File: src/rtl/traffic_phase_controller.sv
// -----------------------------------------------------------------------------
// traffic_phase_controller
//
// N-way traffic-light sequencer. Green is handed round-robin among N_WAYS
// approaches, each grant running GREEN -> YELLOW -> ALLRED with fixed tick
// counts. With SKIP_IDLE=1 an approach is only granted when its req bit is
// set at the moment the all-red clearance ends; otherwise the controller
// holds all-red and re-scans each cycle. A level-sensitive flash input
// overrides everything with a flashing yellow on every approach.
//
// Every output comes straight from a flop: light is computed from the
// next-state values and registered alongside state, so a phase of K ticks is
// visible on light for exactly K clock cycles.
//
// Ports
//   clock       in   1              rising-edge clock
//   reset       in   1              asynchronous active-high reset
//   req         in   N_WAYS         per-approach demand, sampled every cycle
//   flash       in   1              1 = flashing-yellow override
//   light       out  3*N_WAYS       per approach {red,yellow,green},
//                                   approach i = light[3i+2:3i]
//   active_way  out  WAY_W          approach currently green/yellow; in
//                                   ALLRED/FLASH the approach last served
//   phase       out  2              FSM state: 00 ALLRED, 01 GREEN,
//                                   10 YELLOW, 11 FLASH
//
// The phase output is the FSM state register itself, so checkers can bind
// to it directly.
// -----------------------------------------------------------------------------
module traffic_phase_controller #(
  parameter int N_WAYS       = 2,
  parameter int GREEN_TICKS  = 8,
  parameter int YELLOW_TICKS = 2,
  parameter int ALLRED_TICKS = 1,
  parameter int FLASH_TICKS  = 4,
  parameter int SKIP_IDLE    = 1,
  localparam int WAY_W       = (N_WAYS > 2) ? $clog2(N_WAYS) : 1
) (
  input  logic                  clock,
  input  logic                  reset,
  input  logic [N_WAYS-1:0]     req,
  input  logic                  flash,
  output logic [3*N_WAYS-1:0]   light,
  output logic [WAY_W-1:0]      active_way,
  output logic [1:0]            phase
);

  // ---------------------------------------------------------------------------
  // Timer sizing: wide enough for the longest of the four tick parameters,
  // with one spare bit so the saturating count never aliases a terminal value.
  // ---------------------------------------------------------------------------
  localparam int MAX_GY = (GREEN_TICKS > YELLOW_TICKS) ? GREEN_TICKS : YELLOW_TICKS;
  localparam int MAX_AF = (ALLRED_TICKS > FLASH_TICKS) ? ALLRED_TICKS : FLASH_TICKS;
  localparam int TMAX   = (MAX_GY > MAX_AF) ? MAX_GY : MAX_AF;
  localparam int TW     = $clog2(TMAX) + 1;

  // Terminal timer values: the last cycle of each phase.
  localparam logic [TW-1:0] GREEN_LAST  = TW'(GREEN_TICKS - 1);
  localparam logic [TW-1:0] YELLOW_LAST = TW'(YELLOW_TICKS - 1);
  localparam logic [TW-1:0] ALLRED_LAST = TW'(ALLRED_TICKS - 1);
  localparam logic [TW-1:0] FLASH_LAST  = TW'(FLASH_TICKS - 1);

  localparam logic [WAY_W-1:0] LAST_WAY = WAY_W'(N_WAYS - 1);

  // Lamp encodings, {red,yellow,green}.
  localparam logic [2:0] L_RED = 3'b100;
  localparam logic [2:0] L_YEL = 3'b010;
  localparam logic [2:0] L_GRN = 3'b001;
  localparam logic [2:0] L_OFF = 3'b000;

  typedef enum logic [1:0] {
    S_ALLRED = 2'b00,
    S_GREEN  = 2'b01,
    S_YELLOW = 2'b10,
    S_FLASH  = 2'b11
  } state_t;

  // ---------------------------------------------------------------------------
  // Registers and their next-state values
  // ---------------------------------------------------------------------------
  state_t                state_q, state_d;
  logic [TW-1:0]         timer_q, timer_d;
  logic [WAY_W-1:0]      way_q, way_d;
  logic                  blink_q, blink_d;
  logic [3*N_WAYS-1:0]   light_q, light_d;

  logic [TW-1:0]         timer_inc;
  logic                  cand_found;
  logic [WAY_W-1:0]      cand_way;

  // (base + k) mod N_WAYS. base may hold an unused encoding when N_WAYS is
  // not a power of two, so up to two corrections can be needed.
  function automatic logic [WAY_W-1:0] way_plus(input logic [WAY_W-1:0] base,
                                                 input int k);
    int s;
    s = int'(base) + k;
    if (s >= N_WAYS) s = s - N_WAYS;
    if (s >= N_WAYS) s = s - N_WAYS;
    return WAY_W'(s);
  endfunction

  // Saturating increment: while ALLRED waits for demand the timer would
  // otherwise wrap and reopen the clearance window.
  assign timer_inc = (timer_q == {TW{1'b1}}) ? timer_q : timer_q + 1'b1;

  // ---------------------------------------------------------------------------
  // Next-approach selection.
  // Fixed rotation simply advances. Demand-driven mode scans active_way+1
  // upward with wrap, the current approach last. The loop runs from the
  // farthest offset down to the nearest so the nearest requester is the
  // last one written and therefore wins.
  // ---------------------------------------------------------------------------
  always_comb begin
    cand_found = 1'b0;
    cand_way   = way_plus(way_q, 1);
    if (SKIP_IDLE == 0) begin
      cand_found = 1'b1;
    end else begin
      for (int k = N_WAYS; k >= 1; k--) begin
        if (req[way_plus(way_q, k)]) begin
          cand_found = 1'b1;
          cand_way   = way_plus(way_q, k);
        end
      end
    end
  end

  // ---------------------------------------------------------------------------
  // FSM next state. flash is checked ahead of the case so it beats every
  // timer expiry. The timer clears on every state change.
  // ---------------------------------------------------------------------------
  always_comb begin
    state_d = state_q;
    timer_d = timer_inc;
    way_d   = way_q;
    blink_d = blink_q;

    if (flash) begin
      if (state_q != S_FLASH) begin
        // Immediate override, no yellow or all-red clearance.
        state_d = S_FLASH;
        timer_d = '0;
        blink_d = 1'b1;
      end else if (timer_q >= FLASH_LAST) begin
        timer_d = '0;
        blink_d = ~blink_q;
      end
    end else begin
      case (state_q)
        S_ALLRED: begin
          // With no demand the state holds and the scan repeats next cycle.
          if ((timer_q >= ALLRED_LAST) && cand_found) begin
            state_d = S_GREEN;
            timer_d = '0;
            way_d   = cand_way;
          end
        end
        S_GREEN: begin
          // req is ignored here: a grant always runs its full length.
          if (timer_q >= GREEN_LAST) begin
            state_d = S_YELLOW;
            timer_d = '0;
          end
        end
        S_YELLOW: begin
          if (timer_q >= YELLOW_LAST) begin
            state_d = S_ALLRED;
            timer_d = '0;
          end
        end
        S_FLASH: begin
          // Leaving the override always passes through a full clearance;
          // the served approach is kept so rotation resumes after it.
          state_d = S_ALLRED;
          timer_d = '0;
          blink_d = 1'b0;
        end
        default: begin
          state_d = S_ALLRED;
          timer_d = '0;
        end
      endcase
    end
  end

  // ---------------------------------------------------------------------------
  // Lamp decode from the next-state values, so light changes on the same
  // edge as state. Non-selected approaches stay red in GREEN/YELLOW, which
  // guarantees at most one non-red approach outside FLASH.
  // ---------------------------------------------------------------------------
  always_comb begin
    light_d = {N_WAYS{L_RED}};
    for (int i = 0; i < N_WAYS; i++) begin
      case (state_d)
        S_GREEN: begin
          if (way_d == WAY_W'(i)) light_d[3*i +: 3] = L_GRN;
        end
        S_YELLOW: begin
          if (way_d == WAY_W'(i)) light_d[3*i +: 3] = L_YEL;
        end
        S_FLASH: begin
          light_d[3*i +: 3] = blink_d ? L_YEL : L_OFF;
        end
        default: begin
          light_d[3*i +: 3] = L_RED;
        end
      endcase
    end
  end

  // ---------------------------------------------------------------------------
  // State registers. Reset parks on the last approach so the first grant
  // after reset lands on approach 0.
  // ---------------------------------------------------------------------------
  always_ff @(posedge clock or posedge reset) begin
    if (reset) begin
      state_q <= S_ALLRED;
      timer_q <= '0;
      way_q   <= LAST_WAY;
      blink_q <= 1'b0;
      light_q <= {N_WAYS{L_RED}};
    end else begin
      state_q <= state_d;
      timer_q <= timer_d;
      way_q   <= way_d;
      blink_q <= blink_d;
      light_q <= light_d;
    end
  end

  assign light      = light_q;
  assign active_way = way_q;
  assign phase      = state_q;

endmodule

File: config.mk
export PLATFORM = sky130hd
export DESIGN_NAME = traffic_phase_controller
export DESIGN_NICKNAME = d
export VERILOG_FILES = /design/src/rtl/traffic_phase_controller.sv
export SDC_FILE = /design/constraint.sdc
export NUM_CORES = 1
export LEC_CHECK = 0
export CORE_MARGIN = 8
export CORE_UTILIZATION = 59
export DETAILED_ROUTE_END_ITERATION = 10
export DONT_BUFFER_PORTS = 1
export PLACE_DENSITY = 0.75
export SYNTH_ARGS = -nofsm -noshare
export SYNTH_HDL_FRONTEND = slang
export SYNTH_SLANG_ARGS = --single-unit
File: constraint.sdc
create_clock -name clock -period 1.8 [get_ports clock]
set_input_delay 0.36 -clock clock [delete_from_list [all_inputs] [get_ports clock]]
set_output_delay 0.36 -clock clock [all_outputs]
set_load 0.01 [all_outputs]
After elaboration in Yosys (flattened, before gate mapping):

Index checks and enable logic that the tools add are counted.

* bits in registers: 14
* bits in latches: 0
* RAM bits: 0
* memory bits (read-only): 0
* bits of input ports: 5
* output and inout bits: 9
* memories kept: 0

* add/sub/neg operators: 9
* $mul: 0
* divide/modulo/power cells: 0
* magnitude comparators: 12
* equal/unequal tests: 8
* shifts and indexed selects: 0
* mux-type cells: 44
* bitwise operators: 1
* reduce and logical (&&, ||, !) cells: 2

Operators by type and width (count)
* $ge A32 B3 Y1 const B: 4
* $mux W32: 4
* $mux W4: 7
* $mux W1: 19
* $pmux W3 S3: 2
* $pmux W4 S4: 1
* $mux W2: 6
* $mux W3: 4
* $eq A2 B2 Y1 const B: 4
* $ge A4 B1 Y1 const B: 2
* $pmux W2 S4: 1
* $add A4 B1 Y4 const B: 1
* $eq A2 B1 Y1 const B: 2
* $eq A4 B4 Y1 const B: 1
* $ge A4 B2 Y1 const B: 1
* $ge A4 B3 Y1 const B: 1
* $lt A1 B2 Y1 const B: 2
* $sub A1 B1 Y1 const B: 4
* $sub A3 B2 Y4 const B: 1
* $add A1 B2 Y3 const B: 1
* $ge A3 B2 Y1 const B: 1
* $sub A2 B2 Y3 const B: 1
* $add A1 B1 Y2 const B: 1
* $ge A2 B2 Y1 const B: 1
* 4 further kinds: 4

Depth between registers and ports, before layout:

* depth after elaboration: 17
* depth in mapped cells: 6
* gate-level depth less buffers: 6

Least setup slack after synthesis:

Ideal clock, no wire load.

* path kind: register -> register
* start point: reg timer_q[0]
* end point: reg timer_q[2]
* library setup time: 0.107 ns
* data arrival time: 1.362 ns
* required time: 1.693 ns
* path slack: 0.331 ns
* cell stages (with the launch flop): 7
* cell sequence: dfrtp_1 inv_1 ha_1 and4bb_2 nand2_2 o21a_4 a2111oi_4

* cells in the longest elaborated chain, start to end: 5
* elaborated cells between the ends (all ways): 15

RTL lines
* from (decl): line 82 `logic [TW-1:0] timer_q, timer_d;`
* from (signal assigned): line 224 `timer_q <= timer_d;`
* $add A4 B1 Y4 (tied with other cells): line 104 `assign timer_inc = (timer_q == {TW{1'b1}}) ? timer_q : timer_q + 1'b1;`
* $mux W4 / $logic_and A1 B1 Y1 (equally long branches): line 104, 152
* $mux W4, on equally long branches
* $pmux W4 S4 / $mux W4 (equally long branches): line 149, 139
* $mux W4 (*): line 138 `if (flash) begin`
* net timer_d[2]: line 82

The timed path passes the listed nets; every way through them passes the cells marked *.

Final worst setup path:

* start point: reg timer_q[0]
* end point: reg light_q[3] (netlist: light[3])

* cells in the longest elaborated chain, start to end: 7
* elaborated cells between the ends (all ways): 17

RTL lines
* $ge A4 B1 Y1: line 152 `if ((timer_q >= ALLRED_LAST) && cand_found) begin`
* $logic_and A1 B1 Y1: line 152
* $mux W2 / $mux W1 (equally long branches): line 152
* $pmux W2 S4 / $mux W1 (equally long branches): line 149 `case (state_q)`
* $mux W2 / $mux W1 (equally long branches): line 138
* $eq A2 B2 Y1 (tied with other cells): line 194 `case (state_d)`
* $pmux W3 S3 (*): line 194
* net light_d[3]: line 85 `logic [3*N_WAYS-1:0] light_q, light_d;`
* to (signal assigned): line 221 `light_q <= {N_WAYS{L_RED}};`
* to (signal assigned): line 227 `light_q <= light_d;`
* to (decl): line 85

Marks and branches as above.

==> out/metrics.csv <==
stage,metric,value,unit
yosys,Mapped Nets,89,
clock_network,Post-CTS Hold Buffers,0,
yosys,Post-synth EDFFs,0,
sta,FMAX,625,MHz
yosys,synth top area cells,"dfrtp_1 (34%), dfstp_2 (9.7%), nor3_1 (4.9%), ha_1 (4.6%), o21ai_0 (4.3%)",
finish,"most common cell after layout, fill and taps aside",dfrtp_1,
power_and_ir_drop,leak pwr,0.349,nW
setup_path,Worst setup SP type,register,
clock_network,Max Buffers Root-to-Sink,2,
floorplan,row cnt,13,
yosys,asr flop ratio synth,100,%
sta,relative slew slack,66.1,%
detailed_routing,Routed WL,1680,µm
floorplan,Initial Util,62.5,%
finish,Area Overhead vs Synth,4.46,%
placement,global placer's final weighted congestion,0.804,
sta,setup TNS,0,ns
setup_path,RR Endpoint,light[3]$_DFF_PP0_,
clock_network,H-tree depth,1,
sta,Final Skew,0.00667,ns
worst_hold_path,Hold Crit Class,in -> async,
detailed_routing,DRT Pass-1 Iters,3,
floorplan,DIE AREA,2820,µm²
setup_path,WP data arrival,1.80,ns
global_routing,largest net degree at the start of global routing,17,
clock_network,clk sink count,14,
yosys,post-synth top area cell,dfrtp_1,
setup_path,worst reg2reg path depth,5,
detailed_routing,via count,609,
detailed_routing,drt drc,0,
clock_network,CTS tree,yes,
sta,Tcrit/Tclk final,88.9,%
yosys,post-synth cell types,32,
floorplan,Core Area,1300,µm²
placement,Place WS,0.220,ns
outcome,failing checks,hold timing,
placement,Port Buffers,0,
outcome,status,"finished, violations left",
yosys,sequential share of the synthesized area,43.5,%
finish,share of layout cells above drive strength 1,23.8,%
yosys,Synth Area per Inst,10.0,µm²
clock_network,Post-CTS Setup Bufs,0,
setup_path,critical path peak fanout,7,
finish,fin area,850,µm²
setup_path,CP max-delay cell,dfrtp_1,
yosys,YS warnings,0,
setup_path,r2r startpoint,timer_q[0]$_DFF_PP0_,
sta,setup ws final,0.199,ns
sta,Max Slew Vio Count,0,
sta,hold violation total from the final report,11,
setup_path,critical path required time,2.00,ns
setup_path,Max stage delay on crit path,0.42,ns
global_routing,global-route wire length before repair,2770,µm
detailed_routing,Routed wire per std cell,17.0,µm
floorplan,die width,53.1,µm
clock_network,CTS buffer count,3,
sta,RSZ-0062 raised after global routing,no,
finish,most frequent cells in the layout,"dfrtp_1 (11), nor3_1 (8), inv_1 (7), o21ai_0 (7), nor2_1 (6)",
job,number of max-cap violations,0,
global_routing,initial antenna violation count,0,
floorplan,die height,53.1,µm
yosys,post-synthesis cell count,81,
setup_path,"Cell Chain, Critical Path",ha_1 -> and2_2 -> o21ai_1 -> o31ai_1 -> nor3_1,
setup_path,critical path class,reg -> reg,
detailed_routing,initial DRC count,7,
setup_path,CP Capture Type,register,
global_routing,Congestion Overflow GR,0,
clock_network,CTS root buf,clkbuf_4,
yosys,"Top FF cell, synth",dfrtp_1,
clock_network,Post-CTS Resized,0,
finish,Nets,93,
global_routing,GRT Total Usage,13.3,%
yosys,#FFs+latches synth,14,
clock_network,worst skew pair latency,0.28,ns
setup_path,R2R setup slack,0.20,ns
sta,WHS,-0.0198,ns
placement,hpwl dp,1300,µm
sta,final setup fails,0,
floorplan,Boundary Pins,14,
yosys,top-area cell type share of the netlist area,33.8,%
detailed_routing,post-route antenna net violation count,0,
detailed_routing,vias per cell,6.15,
sta,Least-Margin Pin Slew,0.507,ns
clock_network,Worst-path clk slew,0.09,ns
finish,n_diodes,0,
global_routing,vias in the first global route,598,
power_and_ir_drop,power per cell area,927,nW/µm²
power_and_ir_drop,Peak VDD IR,534,µV
placement,Area after DPL,823,µm²
sta,post-layout min period,1.60,ns
yosys,Mapped Area,813,µm²
## metrics by stage
stage / utilization [%] / cells / total power [mW]
3_3_place_gp: 63.3 / 95 / 0.596
2_1_floorplan: - / 81 / 0.567
6_report: 65.3 / 99 / 0.787
5_1_grt: 65.3 / 99 / 0.834
3_5_place_dp: 63.3 / 95 / 0.606
4_1_cts: 65.3 / 99 / 0.794
## flip-flops by register name, summed over array words and instances, names as in the netlist
name	flops
timer_q	4
phase	2
active_way	1
light	6
blink_q	1
## logic make-up after synthesis
family                   Yosys count  synth area share (%)
AO/OA/AOI/OAI                     27                  26.0
XOR/XNOR                           1                  1.08
adder cells (fa/ha/maj)            3                  4.62
buffers and inverters             10                  6.15
flip-flops                        14                  43.5
multiplexers                       1                  1.23
AND/OR/NAND/NOR                   25                  17.4
## final cells by class
class,count,area [µm²]
tap,15,18.8
sequential,14,354
multi-input combinational,57,409
timing repair buffer,2,15.0
clock buffer,4,26.3
fill,115,452
inverter,7,26.3
## routing by layer
| layer | part of all wire [%] | GRT usage (%) |
|---|---|---|
| met5 | 0 | 0 |
| met4 | 1.6 | 8.40 |
| met3 | 5.8 | 4.48 |
| met2 | 50 | 19.1 |
| met1 | 43 | 16.4 |
## power by group
group	internal, mW	total [mW]	switching [mW]	leakage, nW
clock network	0.0861	0.189	0.103	0.0150
logic	0.0742	0.172	0.0973	0.164
registers	0.370	0.427	0.0572	0.170
total	0.530	0.787	0.257	0.349
## worst max-delay path: cells and delay by family (launching register included)
family,cells,cell delay (ns)
AND/OR/NAND/NOR,2,0.43
flip-flops,1,0.42
AO/OA/AOI/OAI,2,0.39
adder cells (fa/ha/maj),1,0.28
## worst max path at each step
stage / cells past startpoint / slack [ns] / end / from
detailed placement: 5 / 0.22 / light[3]$_DFF_PP0_ / timer_q[0]$_DFF_PP0_
global route: 5 / 0.01 / light[0]$_DFF_PP0_ / timer_q[0]$_DFF_PP0_
CTS: 5 / 0.18 / light[3]$_DFF_PP0_ / timer_q[0]$_DFF_PP0_
floorplan: 6 / 0.33 / timer_q[2]$_DFF_PP0_ / timer_q[0]$_DFF_PP0_
global placement: 6 / 0.24 / timer_q[2]$_DFF_PP0_ / timer_q[0]$_DFF_PP0_
finish: 5 / 0.20 / light[3]$_DFF_PP0_ / timer_q[0]$_DFF_PP0_
## synthesized netlist by cell type (2+ instances only)
library cell / instances
dfrtp_1: 11
nor3_1: 8
inv_1: 7
o21ai_0: 7
nor2_1: 6
a21oi_1: 5
a211oi_1: 3
dfstp_2: 3
ha_1: 3
nand2_1: 3
a21o_1: 2
and4bb_2: 2
o21ai_1: 2
Note: power is estimated with default switching activity, not from simulation.
